[src/rtl/ps2_scancode_fifo_if.sv]
// Read-side port bundle of ps2_scancode_fifo: show-ahead head byte, occupancy and pop request.
// The master modport is the FIFO itself; the slave modport is the consumer.
interface ps2_scancode_fifo_if #(
    parameter int unsigned FIFO_DEPTH = 8
);
    localparam int unsigned CW = $clog2(FIFO_DEPTH) + 1;

    logic          rd_en;
    logic [7:0]    rd_data;
    logic          empty;
    logic          full;
    logic [CW-1:0] count;

    modport master (input rd_en, output rd_data, empty, full, count);
    modport slave  (output rd_en, input rd_data, empty, full, count);
endinterface

[src/rtl/ps2_scancode_fifo.sv]
// PS/2 device-to-host receiver with frame checking, show-ahead scancode FIFO and byte history.
// Optional build macro PS2_BREAK_FILTER_EN drops 0xF0 and its follower from the FIFO.
module ps2_scancode_fifo #(
    parameter int unsigned FIFO_DEPTH     = 8,
    parameter int unsigned HIST_BYTES     = 4,
    parameter int unsigned SYNC_STAGES    = 2,
    parameter int unsigned TIMEOUT_CYCLES = 50000
) (
    input  logic                    clk,
    input  logic                    rst,
    input  logic                    kb_clk,
    input  logic                    kb_data,
    input  logic                    clr_err,
    ps2_scancode_fifo_if.master     rd,
    output logic [8*HIST_BYTES-1:0] keycode_hist,
    output logic                    frame_err,
    output logic                    overflow
);
    localparam int unsigned AW = $clog2(FIFO_DEPTH);
    localparam int unsigned CW = AW + 1;
    localparam int unsigned HW = 8 * HIST_BYTES;
    localparam int unsigned TW = $clog2(TIMEOUT_CYCLES + 1);

    typedef enum logic [1:0] {IDLE, DATA, PARITY, STOP} state_t;

    logic [SYNC_STAGES-1:0] clk_sync, data_sync;
    logic                   clk_prev;
    logic                   fall_c, data_s;
    logic [TW-1:0]          tmo_cnt;
    logic                   tmo_hit_c;

    state_t      state, state_n;
    logic [2:0]  bit_cnt, bit_n;
    logic [7:0]  shift_q, shift_n;
    logic        par_q, par_n;
    logic        accept_c, err_c, push_c;

    logic [7:0]    mem [FIFO_DEPTH];
    logic [AW-1:0] wr_ptr, rd_ptr, rd_ptr_n;
    logic [CW-1:0] count_q, count_n;
    logic [7:0]    rd_data_q, head_n;
    logic          empty_q, full_q;
    logic          pop_c, wr_c, ovf_c;

    // Pin synchronisers idle high so reset never fabricates a falling edge
    always_ff @(posedge clk) begin
        if (rst) begin
            clk_sync  <= '1;
            data_sync <= '1;
            clk_prev  <= 1'b1;
        end else begin
            clk_sync  <= {clk_sync[SYNC_STAGES-2:0], kb_clk};
            data_sync <= {data_sync[SYNC_STAGES-2:0], kb_data};
            clk_prev  <= clk_sync[SYNC_STAGES-1];
        end
    end

    assign fall_c = clk_prev & ~clk_sync[SYNC_STAGES-1];
    assign data_s = data_sync[SYNC_STAGES-1];

    // Cycles since the last falling edge, saturating at the timeout value
    always_ff @(posedge clk) begin
        if (rst)                              tmo_cnt <= '0;
        else if (fall_c)                      tmo_cnt <= '0;
        else if (tmo_cnt != TW'(TIMEOUT_CYCLES)) tmo_cnt <= tmo_cnt + TW'(1);
    end

    assign tmo_hit_c = (state != IDLE) && (tmo_cnt == TW'(TIMEOUT_CYCLES));

    always_ff @(posedge clk) begin
        if (rst) begin
            state   <= IDLE;
            bit_cnt <= '0;
            shift_q <= '0;
            par_q   <= 1'b0;
        end else begin
            state   <= state_n;
            bit_cnt <= bit_n;
            shift_q <= shift_n;
            par_q   <= par_n;
        end
    end

    always_comb begin
        state_n  = state;
        bit_n    = bit_cnt;
        shift_n  = shift_q;
        par_n    = par_q;
        accept_c = 1'b0;
        err_c    = 1'b0;
        if (tmo_hit_c) begin
            state_n = IDLE;
            err_c   = 1'b1;
        end else if (fall_c) begin
            case (state)
                IDLE: begin
                    if (!data_s) begin
                        state_n = DATA;
                        bit_n   = '0;
                    end
                end
                DATA: begin
                    shift_n = {data_s, shift_q[7:1]};
                    if (bit_cnt == 3'd7) state_n = PARITY;
                    else                 bit_n   = bit_cnt + 3'd1;
                end
                PARITY: begin
                    par_n   = data_s;
                    state_n = STOP;
                end
                STOP: begin
                    state_n = IDLE;
                    if (data_s && (^{shift_q, par_q})) accept_c = 1'b1;
                    else                               err_c    = 1'b1;
                end
                default: state_n = IDLE;
            endcase
        end
    end

`ifdef PS2_BREAK_FILTER_EN
    logic brk_pend;

    // Break prefix and the key code after it are recorded in history only
    always_ff @(posedge clk) begin
        if (rst)           brk_pend <= 1'b0;
        else if (err_c)    brk_pend <= 1'b0;
        else if (accept_c) brk_pend <= brk_pend ? 1'b0 : (shift_q == 8'hF0);
    end

    assign push_c = accept_c && !brk_pend && (shift_q != 8'hF0);
`else
    assign push_c = accept_c;
`endif

    always_ff @(posedge clk) begin
        if (rst)           keycode_hist <= '0;
        else if (accept_c) keycode_hist <= (keycode_hist << 8) | HW'(shift_q);
    end

    always_ff @(posedge clk) begin
        if (rst) begin
            frame_err <= 1'b0;
            overflow  <= 1'b0;
        end else begin
            frame_err <= err_c;
            if (ovf_c)        overflow <= 1'b1;
            else if (clr_err) overflow <= 1'b0;
        end
    end

    // Next head is the freshly written byte when it lands at the new read pointer
    always_comb begin
        pop_c    = rd.rd_en && !empty_q;
        wr_c     = push_c && (!full_q || pop_c);
        ovf_c    = push_c && full_q && !pop_c;
        count_n  = count_q + CW'(wr_c) - CW'(pop_c);
        rd_ptr_n = rd_ptr + AW'(pop_c);
        head_n   = (wr_c && (wr_ptr == rd_ptr_n)) ? shift_q : mem[rd_ptr_n];
    end

    always_ff @(posedge clk) begin
        if (wr_c) mem[wr_ptr] <= shift_q;
    end

    always_ff @(posedge clk) begin
        if (rst) begin
            wr_ptr    <= '0;
            rd_ptr    <= '0;
            count_q   <= '0;
            rd_data_q <= '0;
            empty_q   <= 1'b1;
            full_q    <= 1'b0;
        end else begin
            if (wr_c) wr_ptr <= wr_ptr + AW'(1);
            rd_ptr  <= rd_ptr_n;
            count_q <= count_n;
            empty_q <= (count_n == '0);
            full_q  <= (count_n == CW'(FIFO_DEPTH));
            if (wr_c || pop_c) rd_data_q <= head_n;
        end
    end

    assign rd.rd_data = rd_data_q;
    assign rd.count   = count_q;
    assign rd.empty   = empty_q;
    assign rd.full    = full_q;
endmodule

[src/flat_wrapper.sv]
// flat-port wrapper written by rule: the top's interface ports become plain ports
module ps2_scancode_fifo_flat 
#(
    parameter int unsigned FIFO_DEPTH     = 8,
    parameter int unsigned HIST_BYTES     = 4,
    parameter int unsigned SYNC_STAGES    = 2,
    parameter int unsigned TIMEOUT_CYCLES = 50000
)
  (clk, rst, kb_clk, kb_data, clr_err, keycode_hist, frame_err, overflow, rd_rd_en, rd_rd_data, rd_empty, rd_full, rd_count);
  ps2_scancode_fifo_if #(.FIFO_DEPTH(FIFO_DEPTH)) rd_i ();
  input  logic clk;
  input  logic rst;
  input  logic kb_clk;
  input  logic kb_data;
  input  logic clr_err;
  output logic [8*HIST_BYTES-1:0] keycode_hist;
  output logic frame_err;
  output logic overflow;
  input wire logic [$bits(rd_i.rd_en)-1:0] rd_rd_en;
  output wire logic [$bits(rd_i.rd_data)-1:0] rd_rd_data;
  output wire logic [$bits(rd_i.empty)-1:0] rd_empty;
  output wire logic [$bits(rd_i.full)-1:0] rd_full;
  output wire logic [$bits(rd_i.count)-1:0] rd_count;
  assign rd_i.rd_en = rd_rd_en;
  assign rd_rd_data = rd_i.rd_data;
  assign rd_empty = rd_i.empty;
  assign rd_full = rd_i.full;
  assign rd_count = rd_i.count;
  ps2_scancode_fifo #(.FIFO_DEPTH(FIFO_DEPTH), .HIST_BYTES(HIST_BYTES), .SYNC_STAGES(SYNC_STAGES), .TIMEOUT_CYCLES(TIMEOUT_CYCLES)) u_core (.clk(clk), .rst(rst), .kb_clk(kb_clk), .kb_data(kb_data), .clr_err(clr_err), .rd(rd_i), .keycode_hist(keycode_hist), .frame_err(frame_err), .overflow(overflow));
endmodule
[config.mk]
export PLATFORM = sky130hd
export DESIGN_NAME = ps2_scancode_fifo_flat
export DESIGN_NICKNAME = d
export VERILOG_FILES = /design/src/rtl/ps2_scancode_fifo_if.sv /design/src/rtl/ps2_scancode_fifo.sv /design/src/flat_wrapper.sv
export SDC_FILE = /design/constraint.sdc
export NUM_CORES = 1
export LEC_CHECK = 0
export BUFFER_PORTS_ARGS = -buffer_cell sky130_fd_sc_hd__buf_2
export CAP_MARGIN = 5
export CORE_AREA = 2 2 108 110
export CTS_BUF_LIST = sky130_fd_sc_hd__clkbuf_8 sky130_fd_sc_hd__clkbuf_16
export DETAILED_ROUTE_END_ITERATION = 12
export DIE_AREA = 0 0 110 112
export GPL_ROUTABILITY_DRIVEN = 0
export PLACE_DENSITY = 0.75
export SLEW_MARGIN = 20
export SYNTH_ARGS = -nofsm -noshare
export SYNTH_HDL_FRONTEND = slang
export SYNTH_SLANG_ARGS = --single-unit
[constraint.sdc]
create_clock -name clk -period 3.8 [get_ports clk]
set_clock_uncertainty 0.1 [all_clocks]
set_input_delay 0.76 -clock clk [delete_from_list [all_inputs] [get_ports clk]]
set_output_delay 0.76 -clock clk [all_outputs]
set_load 0.05 [all_outputs]
# ---- Yosys cells after proc, flatten, opt, wreduce, memory -nomap -nowiden
# Memory sizes are Yosys's and may differ from the RTL's. A register that Yosys moved wholly into a read port is not among the register bits.
# Cells that the tools add are included.
dict set report totals {
  reg_bits 81
  out_inout_bits 48
  word_cells 78
  n_memories 1
  ram_bits 64
}
dict set report op_classes {
  eq_ne 10
  n_addsub 6
  reduce_logical 23
  bitwise 4
  mux 18
}
# memory depth word_bits read_ports rd_ports_with_merged_regs write_ports line_no
set memory_table {}
lappend memory_table {u_core.mem 8 8 1 1 1 ps2_scancode_fifo.sv:38} ;# logic [7:0] mem [FIFO_DEPTH];
# operator count
set op_table {}
lappend op_table {{OR 32 x 8 -> 32 bit} 1}
lappend op_table {{adder 16 x 1 -> 16 bit (second input constant)} 1}
lappend op_table {{== test 16 bit (second input constant)} 1}
lappend op_table {{inequality test 16 bit (second input constant)} 1}
lappend op_table {{2-to-1 mux 1 bit} 12}
lappend op_table {{AND reduction 3 bit} 3}
lappend op_table {{XOR reduction 9 bit} 1}
lappend op_table {{case mux 2 bit (4 select lines)} 1}
lappend op_table {{adder 3 x 1 -> 3 bit (second input constant)} 2}
lappend op_table {{logical AND 1 bit} 6}
lappend op_table {{2-to-1 mux 3 bit} 2}
lappend op_table {{case mux 3 bit (2 select lines)} 1}
lappend op_table {{nonzero test 2 bit} 3}
lappend op_table {{AND reduction 5 bit} 1}
lappend op_table {{adder 4 x 1 -> 4 bit} 1}
lappend op_table {{== test 2 bit (second input constant)} 2}
lappend op_table {{== test 4 bit (second input constant)} 1}
lappend op_table {{zero test 4 bit} 1}
lappend op_table {{2-to-1 mux 2 bit} 2}
lappend op_table {{inequality test 2 bit (second input constant)} 2}
lappend op_table {{OR reduction 2 bit} 2}
lappend op_table {{subtractor 4 x 1 -> 4 bit} 1}
lappend op_table {{adder 3 x 1 -> 3 bit} 1}
lappend op_table {{== test 3 bit (second input constant)} 1}
lappend op_table {{other kinds (7)} 11}

# ---- Logic depth before layout (Yosys ltp)
# Gate-level depths: netlist of run 1.
dict set report logic_depth {
  word_depth 10
  depth_mapped 15
}

# ---- Worst setup path after synthesis of run 1
# No wires, ideal clock.
dict set report synth_path {
  kind {input to register}
  startpoint {input rd_rd_en}
  endpoint {register u_core.rd_data_q[4], in the netlist u_core.rd.rd_data[4] (read register of u_core.mem)}
  path_slack_ns 0.309
  path_buffers 3
  cell_stages 13
  t_arrival_ns 3.259
  setup_time_ns 0.132
  path_cell_list {nand2b_1 -> clkbuf_1 -> clkinv_1 -> ha_1 -> ha_1 -> buf_2 -> buf_1 -> mux4_2 -> and2_1 -> a21oi_1 -> nor2_1 -> o21ai_1 -> a31oi_1}
}
dict set report synth_between {
  elab_cells_between_ends 5
  cone_classes {add/sub (1); reduce/logical (4)}
}
# element line_no
set synth_rtl {}
lappend synth_rtl {{start: declaration} flat_wrapper.sv:19} ;# input wire logic [$bits(rd_i.rd_en)-1:0] rd_rd_en;
lappend synth_rtl {{logical AND 1 bit} ps2_scancode_fifo.sv:154} ;# pop_c = rd.rd_en && !empty_q;
lappend synth_rtl {{adder 3 x 1 -> 3 bit} ps2_scancode_fifo.sv:158} ;# rd_ptr_n = rd_ptr + AW'(pop_c);
lappend synth_rtl {{via u_core.rd_ptr_n[1]} ps2_scancode_fifo.sv:39} ;# logic [AW-1:0] wr_ptr, rd_ptr, rd_ptr_n;
lappend synth_rtl {{end: declaration} ps2_scancode_fifo.sv:41} ;# logic [7:0] rd_data_q, head_n;
# The timed path passes the listed nets, and every way through them passes these cells.
# A chain may end at the register's enable or synchronous reset.

# ---- Worst setup path in the final report of run 1
dict set report layout_path {
  startpoint {register u_core.shift_q[7]}
  endpoint {register u_core.empty_q, in the netlist u_core.rd.empty}
}
dict set report layout_between {
  elab_chain_cells 10
}
# element line_no
set layout_lines {}
lappend layout_lines {{start: declaration} ps2_scancode_fifo.sv:34} ;# logic [7:0] shift_q, shift_n;
lappend layout_lines {{start signal: assignment} ps2_scancode_fifo.sv:79} ;# shift_q <= shift_n;
lappend layout_lines {{XOR reduction 9 bit} ps2_scancode_fifo.sv:113} ;# if (data_s && (^{shift_q, par_q})) accept_c = 1'b1;
lappend layout_lines {{logical AND 1 bit} ps2_scancode_fifo.sv:113}
lappend layout_lines {{2-to-1 mux 1 bit} ps2_scancode_fifo.sv:113}
lappend layout_lines {{2-to-1 mux 1 bit} ps2_scancode_fifo.sv:95} ;# case (state)
lappend layout_lines {{2-to-1 mux 1 bit} ps2_scancode_fifo.sv:94} ;# end else if (fall_c) begin
lappend layout_lines {{2-to-1 mux 1 bit} ps2_scancode_fifo.sv:91} ;# if (tmo_hit_c) begin
lappend layout_lines {{logical AND 1 bit} ps2_scancode_fifo.sv:155} ;# wr_c = push_c && (!full_q || pop_c);
lappend layout_lines {{via u_core.wr_c} ps2_scancode_fifo.sv:43} ;# logic pop_c, wr_c, ovf_c;
lappend layout_lines {{adder 4 x 1 -> 4 bit} ps2_scancode_fifo.sv:157} ;# count_n = count_q + CW'(wr_c) - CW'(pop_c);
lappend layout_lines {{subtractor 4 x 1 -> 4 bit} ps2_scancode_fifo.sv:157}
lappend layout_lines {{zero test 4 bit} ps2_scancode_fifo.sv:178} ;# empty_q <= (count_n == '0);
lappend layout_lines {{end signal: assignment} ps2_scancode_fifo.sv:178}
lappend layout_lines {{end: declaration} ps2_scancode_fifo.sv:42} ;# logic empty_q, full_q;
# The timed path passes the listed nets, and every way through them passes these cells.

==> flow_summary.ini, run 1 <==
[outcome]
result_of_the_run = completed

[floorplanning]
dieArea_sq_um = 12300
io-pin-count = 54
die_height_microns = 112
core_region_area_sq_um = 11200
initial_cell_density_of_the_core_pct = 57.9
row_count = 39
dieWidth_microns = 110

[final_layout]
flow.area_growth_from_synthesis_pct = 17.2
post_route_cells_drive_above_1_share_pct = 21.2
finalNetCount = 671
antennaDiodeCount = 0
final_core_util_pct = 67.8

[critical_path]
worst-endpoint-arrival_ns = 3.26
cp.required_ns = 4.01
path_max_fanout = 4
reg2reg_from = u_core.shift_q[7]$_SDFFE_PP0P_
reg2regPathDepth = 12
critical_path.endpoint_type = flop
timing.critical_path.from = u_core.shift_q[7]$_SDFFE_PP0P_
criticalPathCategory = flop to flop
crit_path_start_kind = flop

[global_routing]
grt_pass1_vias = 4551
antenna_found_initial = 0
largest_net_degree_at_the_start_of_global_routing = 55
track_usage_pct = 24.6
grt_first_pass_wirelength_microns = 22900
gr-total-overflow = 0

[clock_network]
cts_setup_buffers = 0
clock_tree.root_cell = clkbuf_16
tritoncts_clock_tree = done
cts.sink_count = 153
cts_inserted_buffers = 17
cts.path.max_buffers = 2
clkLatencyLatePin_ns = 0.41
cts_htree_levels = 4
cts.reportedPaths.clkPinSlew_ns = 0.06
postCtsHoldBufs = 0
cts.repair.resized = 0

[place]
placement.io_buffers = 53
preCtsSetupSlack_ns = 0.675
half_perimeter_wire_length_after_detailed_placement_microns = 9180

[synth]
synthArstFlopShare_pct = 0
synth_enable_flop_cells = 64
postSynthAreaPerCell_sq_um = 11.1
synthFlopType = dfxtp_1
post_synthesis_cell_count = 582
ys_seq_elements = 153
synth.lib_cells_used.distinct = 54
synth_top_cells_by_count = dfxtp_1, nand2_1, edfxtp_1
postSynthNetCount = 605
syn-cell-area_sq_um = 6470
synthDominantCellAreaShare_pct = 29.7
synth_top_area_cell = edfxtp_1
yosysSeqAreaShare_pct = 57.3
synth.area.top_cells = edfxtp_1, dfxtp_1, mux4_2
synth.most_common_cell = dfxtp_1
yosys_warnings = 0

[timing]
timing.setup.tns_ns = 0
number_of_max_slew_violations_in_the_final_report = 0
rel_slew_slack_pct = 38.5
setup_repair_after_global_routing_missed_its_margin = false
hold_viol = 0
worstMarginPinSlew_ns = 0.923
min_period_ns = 3.05
timing.fmax_mhz = 328
postLayoutSetupSlackWorst_ns = 0.754
report.final.setup_viol = 0
finalCritPeriodShare_pct = 80.2

[hold_path]
hold_path_class = flop to flop
min-delay-start = u_core.clk_sync[0]$_SDFF_PP1_
worst_hold_path_cell_count = 1

[drt]
met2_wire_length_microns = 7070
antenna_violating_nets_post_route = 0
drc = 0
drtPass1Iterations = 6
dr_wl_met3_microns = 818
routed_via_density = 5.74
route.detailed.wl_per_inst_microns = 17.6
via_count = 4611
initialDrtViolationCount = 371
top_layer_used = met4
wl_microns = 14100
drt-met1-wl_microns = 5760

[flow_run]
cap_viol_max_count = 0

[power_and_ir_drop]
power.total_w = 0.00445
p_per_area_nw_per_um2 = 587
vdd_ir_drop_max_v = 0.000518
p_leak_nw = 2.95
-- where the power goes --
group / total [W] / internal (W) / switching, W
logic: 0.000922 / 0.000378 / 0.000544
clock network: 0.00172 / 0.00102 / 0.000697
registers: 0.00181 / 0.00175 / 0.0000518
total: 0.00445 / 0.00315 / 0.00129
-- path summary, 6_finish.rpt --
kind,endpoint,slack (ns)
worst min-delay path,u_core.clk_sync[1]$_SDFF_PP1_,0.31
worst min register to register,u_core.clk_sync[1]$_SDFF_PP1_,0.31
worst max-delay path,u_core.rd.empty$_SDFF_PP1_,0.75
worst max register to register,u_core.rd.empty$_SDFF_PP1_,0.75
-- sequential cells by signal, summed over array words and instances, names as in the netlist, 2 cells and up --
name                 cells
u_core.mem              64
u_core.keycode_hist     32
u_core.tmo_cnt          16
u_core.rd.rd_data        8
u_core.shift_q           8
u_core.rd.count          4
u_core.bit_cnt           3
u_core.rd_ptr            3
u_core.wr_ptr            3
u_core.clk_sync          2
u_core.data_sync         2
u_core.state             2
-- layout by cell type, fill, tap and decap left out, types with 4 or more instances in the layout --
cell / n
and2_1: 9
buf_4: 28
xor2_1: 13
ha_1: 16
nand2_1: 80
nor2_1: 46
a21oi_1: 49
o21ai_0: 7
clkbuf_16: 18
nand2b_1: 4
buf_2: 53
inv_1: 16
o211ai_1: 16
edfxtp_1: 64
and3_1: 9
mux4_2: 16
or2_2: 7
nand3_1: 13
mux2i_1: 10
xnor2_1: 13
nor3_1: 6
nor2b_1: 13
o21ai_1: 10
a31oi_1: 9
dfxtp_1: 89
-- kinds of logic after synthesis --
group	count (synthesis)	synth area share [%]
AO/OA/AOI/OAI	104	9.63
XOR/XNOR	28	4.12
adder cells (fa/ha/maj)	17	3.40
buffers and inverters	50	3.39
flip-flops	153	57.3
multiplexers	26	7.12
AND/OR/NAND/NOR	204	15.1
-- worst max-delay path, cell delays in order, from the launching register on --
cell and delay (ns):
dfxtp_1 0.32, xnor2_1 0.16, xnor3_1 0.45, xnor2_2 0.29, o211a_1 0.28, nand2_2 0.13, inv_1 0.12, ha_1 0.18
inv_1 0.06, fa_1 0.37, xor2_1 0.16, and3b_1 0.17, o21a_1 0.16
-- final cells by class --
cell class                      instances  area (sq um)
Inverter                               16          60.1
Clock buffer                           18           450
Fill cell                             805          3590
Timing Repair Buffer                   81           475
Sequential cell                       153          3700
Clock inverter                         14           158
Tap cell                              143           179
Multi-Input combinational cell        379          2550
-- metrics by stage --
| step | cells | instance area [sq um] | hold WS [ns] |
|---|---|---|---|
| after detailed placement | 772 | 6970 | 0.296 |
| after floorplan | 582 | 6470 | 0.289 |
| after global placement | 772 | 6970 | 0.294 |
| after global routing | 804 | 7580 | 0.327 |
| after CTS | 804 | 7580 | 0.311 |
| final | 804 | 7580 | 0.310 |
-- layer usage --
metal  up-vias  GRT usage [%]
met3        43           6.32
met1      2213           30.5
met4         0           11.3
li1       2191              -
met2       164           40.0
met5         -              0
Note: power is estimated with default switching activity, not from simulation.
==> run 2, diff against run 1 <==
ABC_AREA = 1   (was default)
CORE_AREA = 2 2 113 115   (was 2 2 108 110)
DIE_AREA = 0 0 115 117   (was 0 0 110 112)
PLACE_DENSITY = 0.72   (was 0.75)
clock period = 2.56 ns   (was 3.8 ns; I/O delays follow)
==> run 2 against run 1 <==
Area after synthesis rose by 0.56%. Combinational power rose by 76%. Via count rose by 13%. First-iteration DRC count rose by 7.0%. Critical path type unchanged. Clock power rose by 37%. Final cell count rose by 21%. Sequential cell count did not move. Core utilization fell by 4.5 points. Count of clock-buffer cells in the layout fell by 1. Setup slack got worse by 0.60 ns. Global-route usage fell by 1.7 points.
==> flow_summary.ini, run 2 <==
[drt]
drc = 0
drtPass1Iterations = 5
wl_microns = 14700
initialDrtViolationCount = 397
routed_via_density = 5.38
via_count = 5231
antenna_violating_nets_post_route = 0
route.detailed.wl_per_inst_microns = 15.1

[timing]
timing.fmax_mhz = 415
worstMarginPinSlew_ns = 0.596
finalCritPeriodShare_pct = 94.1
report.final.setup_viol = 0
rel_slew_slack_pct = 60.2
min_period_ns = 2.41
number_of_max_slew_violations_in_the_final_report = 0
hold_viol = 0

[global_routing]
gr-total-overflow = 0
track_usage_pct = 22.8
grt_first_pass_wirelength_microns = 23400
antenna_found_initial = 0
largest_net_degree_at_the_start_of_global_routing = 47
grt_pass1_vias = 5000

[floorplanning]
core_region_area_sq_um = 12300
initial_cell_density_of_the_core_pct = 52.8
io-pin-count = 54
dieWidth_microns = 115
dieArea_sq_um = 13500
row_count = 41
die_height_microns = 117

[outcome]
result_of_the_run = completed

[critical_path]
worst-endpoint-arrival_ns = 2.61
top_cell_family_by_delay_on_the_critical_path = adder cells
worstPathCellList = inv_1 > ha_2 > nand3_1 > nor2_2 > nand3_2 > nand2_2 > inv_2 > nand4_4 > inv_2 > ha_2 > inv_1 > fa_2 > nand3_1 > o21ai_1
cp.required_ns = 2.76
path_max_fanout = 3
criticalPathCategory = flop to flop
critPathMaxStageDelay_ns = 0.44
critical_path.endpoint_type = flop
crit_path_start_kind = flop
critical-path-slowest-cell = fa_2
critPathBufInv = 4

[synth]
synthDominantCellAreaShare_pct = 29.5
synth_enable_flop_cells = 64
postSynthAreaPerCell_sq_um = 8.97
synthArstFlopShare_pct = 0
yosys_warnings = 0
synth_top_cells_by_count = nand2_1, nor2_1, dfxtp_1
synthFlopType = dfxtp_1
synth_top_area_cell = edfxtp_1
synth.most_common_cell = nand2_1
ys_seq_elements = 153
yosysSeqAreaShare_pct = 56.9
synth.area.top_cells = edfxtp_1, dfxtp_1, nand2_1
syn-cell-area_sq_um = 6500
postSynthNetCount = 748
synth.lib_cells_used.distinct = 36
post_synthesis_cell_count = 725

[final_layout]
post_layout_nonfiller_instances = 973
finalNetCount = 833
flow.area_growth_from_synthesis_pct = 19.9
post-route-cell-area_sq_um = 7790
most_common_cell_after_layout_fill_and_taps_aside = nand2_1
antennaDiodeCount = 0
reg_top3 = u_core.mem: 64 flops, u_core.keycode_hist: 32 flops, u_core.tmo_cnt: 16 flops
layout_common_cells = nand2_1, nor2_1, dfxtp_1, inv_1, o21ai_0
nFillCells = 993
post_route_cells_drive_above_1_share_pct = 19.7
largest_register = u_core.mem
largest_register_ffs = 64

[clock_network]
cts.reportedPaths.clkPinSlew_ns = 0.07
cts.sink_count = 153
cts.path.max_buffers = 2
cts_htree_levels = 4
clkLatencyLatePin_ns = 0.43
clock_tree.root_cell = clkbuf_16
cts_inserted_buffers = 17
tritoncts_clock_tree = done

[power_and_ir_drop]
p_leak_nw = 3.52
p_per_area_nw_per_um2 = 852
vdd_ir_drop_max_v = 0.000474

[place]
half_perimeter_wire_length_after_detailed_placement_microns = 9920
placement.io_buffers = 53
placed_cells_incl_taps = 938
postPlaceCellArea_sq_um = 7150

[flow_run]
cap_viol_max_count = 0

[hold_path]
hold_path_class = input pin to flop
## run 2: cell types whose count changed after synthesis, sizes merged, moves of 10 or more
cell    change
inv        +67
mux2i      -10
mux4       -16
nand2      +39
nand3      +26
nand4      +11
nor2       +56
nor2b      -13
o211ai     -18
o21ai      +56
xnor2      -10
## run 2: layout make-up
cell class                      count  area [sq um]  share of cell area [%]
Clock inverter                     15           134                    1.72
Timing Repair Buffer               94           611                    7.83
Sequential cell                   153          3710                    47.7
Multi-Input combinational cell    461          2410                    30.9
Inverter                           83           312                    4.00
Clock buffer                       17           425                    5.46
Tap cell                          150           188                    2.41
## run 2: worst paths after layout
kind / startpoint / end / slack (ns) / depth (start not counted)
worst max-delay path: u_core.tmo_cnt[0]$_SDFFE_PP0P_ / u_core.rd.empty$_SDFF_PP1_ / 0.15 / 14
worst min register to register: u_core.clk_sync[0]$_SDFF_PP1_ / u_core.clk_sync[1]$_SDFF_PP1_ / 0.31 / 1
worst min-delay path: kb_clk / u_core.clk_sync[0]$_SDFF_PP1_ / 0.17 / 2
worst max register to register: u_core.tmo_cnt[0]$_SDFFE_PP0P_ / u_core.rd.empty$_SDFF_PP1_ / 0.15 / 14
## run 2: per-layer routing
metal	part of all wire (%)	track usage [%]
met3	4.9	5.36
met1	43	27.9
met5	0	0
met4	1.8	9.88
met2	50	39.0
## run 2: timing repair
item | in CTS | in global routing
hold buffers | 0 | 0
setup buffers | 3 | 0
pin swaps | 1 | 3
endpoints found under the setup margin | 2 | 35
resized for setup | 4 | 19
## run 2: logic make-up after synthesis
kind of cell / count (synthesis) / share of synthesized area, %
flops: 153 / 56.9
xor+xnor: 12 / 1.62
fa+ha+maj: 17 / 3.39
buf+inv: 111 / 6.93
simple gates: 291 / 19.3
compound gates: 141 / 11.9
## run 2: through the flow
stage	total power [W]	setup TNS (ns)	hold WS [ns]	worst slack, ns	utilization (%)
2_1_floorplan	0.00381	-0.388	0.289	-0.0121	-
3_3_place_gp	0.00424	0	0.291	0.0563	58.1
3_5_place_dp	0.00428	-0.139	0.300	-0.0959	58.1
4_1_cts	0.00665	0	0.155	0.00648	62.9
5_1_grt	0.00694	-0.0343	0.161	-0.00670	63.3
6_report	0.00664	0	0.169	0.150	63.3
## run 2: power breakdown
group          switching, W  internal (W)  total [W]
Combinational       0.00104      0.000576    0.00162
Sequential        0.0000581       0.00261    0.00267
Clock               0.00108       0.00128    0.00236
Total               0.00218       0.00446    0.00664
==> run 3, diff against run 2 <==
ABC_AREA = default   (was 1)
CORE_AREA = 2 2 104 106   (was 2 2 113 115)
DIE_AREA = 0 0 106 108   (was 0 0 115 117)
PLACE_DENSITY = 0.8   (was 0.72)
clock period = 3.1 ns   (was 2.56 ns; I/O delays follow)
==> run 3 against run 2 <==
Non-clock buffer count decreased by 12. Count of clock-buffer cells in the layout increased by 1. Sequential power fell by 17%. Maximum frequency down 16%. Final cell count fell by 18%. Clock power down 13%. Die area decreased by 15%. Design area fell by 2.4%. Global-route usage is 3.6 points higher. Critical path depth unchanged. Setup slack better by 0.073 ns. First-iteration DRC count is 22% lower. Critical path type unchanged.
==> flow_summary.ini, run 3 (same netlist as run 1, synthesis figures left out) <==
[outcome]
result_of_the_run = completed

[critical_path]
path_common_cell = inv_1
path_max_fanout = 4
critical_path.endpoint_type = flop
critPathMaxStageDelay_ns = 0.41
timing.rr.end = u_core.rd.empty$_SDFF_PP1_
reg2regPathDepth = 14
critical-path-slowest-cell = dfxtp_1
worstPathCellList = inv_1 > ha_1 > and4b_1 > and4_1 > nand2_1 > o211a_1 > nand2_2 > inv_1 > ha_1 > inv_1 > fa_1 > xor2_1 > and3b_1 > o21a_1
crit_path_start_kind = flop
reg2reg_from = u_core.tmo_cnt[0]$_SDFFE_PP0P_
cp.required_ns = 3.43
worst-endpoint-arrival_ns = 3.20
worst-r2r-setup-slack_ns = 0.22
criticalPathCategory = flop to flop

[clock_network]
cts_setup_buffers = 0
postCtsHoldBufs = 0
cts_inserted_buffers = 17
cts.reportedPaths.clkPinSlew_ns = 0.07
clock_tree.root_cell = clkbuf_8
cts.sink_count = 153
cts_htree_levels = 4
tritoncts_clock_tree = done
cts.repair.resized = 0
cts.path.max_buffers = 2
clkLatencyLatePin_ns = 0.53

[final_layout]
reg_top3 = u_core.mem: 64 flops, u_core.keycode_hist: 32 flops, u_core.tmo_cnt: 16 flops
largest_register_ffs = 64
most_common_cell_after_layout_fill_and_taps_aside = dfxtp_1
largest_register = u_core.mem
post_route_cells_drive_above_1_share_pct = 21.9
antennaDiodeCount = 0
flow.area_growth_from_synthesis_pct = 17.6
post-route-cell-area_sq_um = 7600
finalNetCount = 672
layout_common_cells = dfxtp_1, nand2_1, edfxtp_1, buf_2, a21oi_1

[hold_path]
min_to = u_core.data_sync[0]$_SDFF_PP1_
worst_hold_path_cell_count = 2
min-delay-start = kb_data
hold_path_class = input pin to flop

[drt]
antenna_violating_nets_post_route = 0
via_count = 4697
routed_via_density = 5.89
route.detailed.wl_per_inst_microns = 17.7
initialDrtViolationCount = 310
wl_microns = 14100
drtPass1Iterations = 5
drc = 0

[floorplanning]
dieWidth_microns = 106
io-pin-count = 54
die_height_microns = 108
dieArea_sq_um = 11400
row_count = 37
initial_cell_density_of_the_core_pct = 63.2
core_region_area_sq_um = 10200

[timing]
setup_repair_after_global_routing_missed_its_margin = false
whs_ns = 0.174
min_period_ns = 2.88
finalCritPeriodShare_pct = 92.8
number_of_max_slew_violations_in_the_final_report = 0
timing.setup.tns_ns = 0
report.final.setup_viol = 0
hold_viol = 0
worstMarginPinSlew_ns = 0.676
rel_slew_slack_pct = 54.6
timing.fmax_mhz = 348

[global_routing]
antenna_found_initial = 0
gr-total-overflow = 0
grt_pass1_vias = 4678
largest_net_degree_at_the_start_of_global_routing = 52
track_usage_pct = 26.5
grt_first_pass_wirelength_microns = 23300

[power_and_ir_drop]
p_leak_nw = 2.96
p_per_area_nw_per_um2 = 717
vdd_ir_drop_max_v = 0.000656

[place]
postPlaceCellArea_sq_um = 7000
placement.io_buffers = 53
half_perimeter_wire_length_after_detailed_placement_microns = 9240

[flow_run]
cap_viol_max_count = 0
[run 3: area by class of cell]
class / instances / area [sq um]
fillers: 675 / 2630
well taps: 136 / 170
inverters: 16 / 61.3
clock buffers: 18 / 439
repair buffers: 82 / 508
clock inverters: 14 / 168
flip-flops and latches: 153 / 3700
multi-input cells: 379 / 2550
[run 3: how the worst max path moves through the flow]
stage                              startpoint                                end  slack [ns]  cells past startpoint
2_1_floorplan                        rd_rd_en  u_core.rd.rd_data[5]$_SDFFE_PP0P_        0.03                     12
3_3_place_gp                         rd_rd_en  u_core.rd.rd_data[3]$_SDFFE_PP0P_        0.22                     12
3_5_place_dp                         rd_rd_en  u_core.rd.rd_data[3]$_SDFFE_PP0P_        0.12                     12
4_1_cts        u_core.tmo_cnt[0]$_SDFFE_PP0P_         u_core.rd.empty$_SDFF_PP1_        0.22                     14
5_1_grt        u_core.tmo_cnt[0]$_SDFFE_PP0P_          u_core.rd.full$_SDFF_PP0_        0.04                     14
6_report       u_core.tmo_cnt[0]$_SDFFE_PP0P_         u_core.rd.empty$_SDFF_PP1_        0.22                     14
[run 3: worst max-delay path, delay by kind of cell (launching register included)]
family,cells,cell delay [ns]
and+or+nand+nor,5,0.77
adders and majority gates,3,0.74
buffers and inverters,3,0.23
DFF,1,0.41
AOI/OAI and AO/OA,2,0.37
xor gates and xnor gates,1,0.17
[run 3: where the power goes]
| part | total, W | internal, W | switching [W] |
|---|---|---|---|
| Clock | 0.00205 | 0.00110 | 0.000946 |
| Sequential | 0.00221 | 0.00215 | 0.0000629 |
| Combinational | 0.00119 | 0.000483 | 0.000707 |
[run 3: layer usage]
| layer | GRT usage (%) | up-vias | routed length (microns) |
|---|---|---|---|
| li1 | - | 2194 | - |
| met1 | 32.8 | 2311 | 5760 |
| met2 | 45.4 | 164 | 7390 |
| met3 | 6.33 | 28 | 716 |
| met4 | 10.1 | 0 | 252 |
| met5 | 0 | - | 0 |
[run 3: metrics by stage]
stage / std cells / power [W] / utilization (%) / worst slack [ns]
finish: 798 / 0.00545 / 74.3 / 0.224
global route: 798 / 0.00568 / 74.3 / 0.0381
CTS: 798 / 0.00548 / 74.3 / 0.221
detailed placement: 766 / 0.00343 / 68.4 / 0.121
global placement: 766 / 0.00339 / 68.4 / 0.224
floorplan: 582 / 0.00314 / - / 0.0317
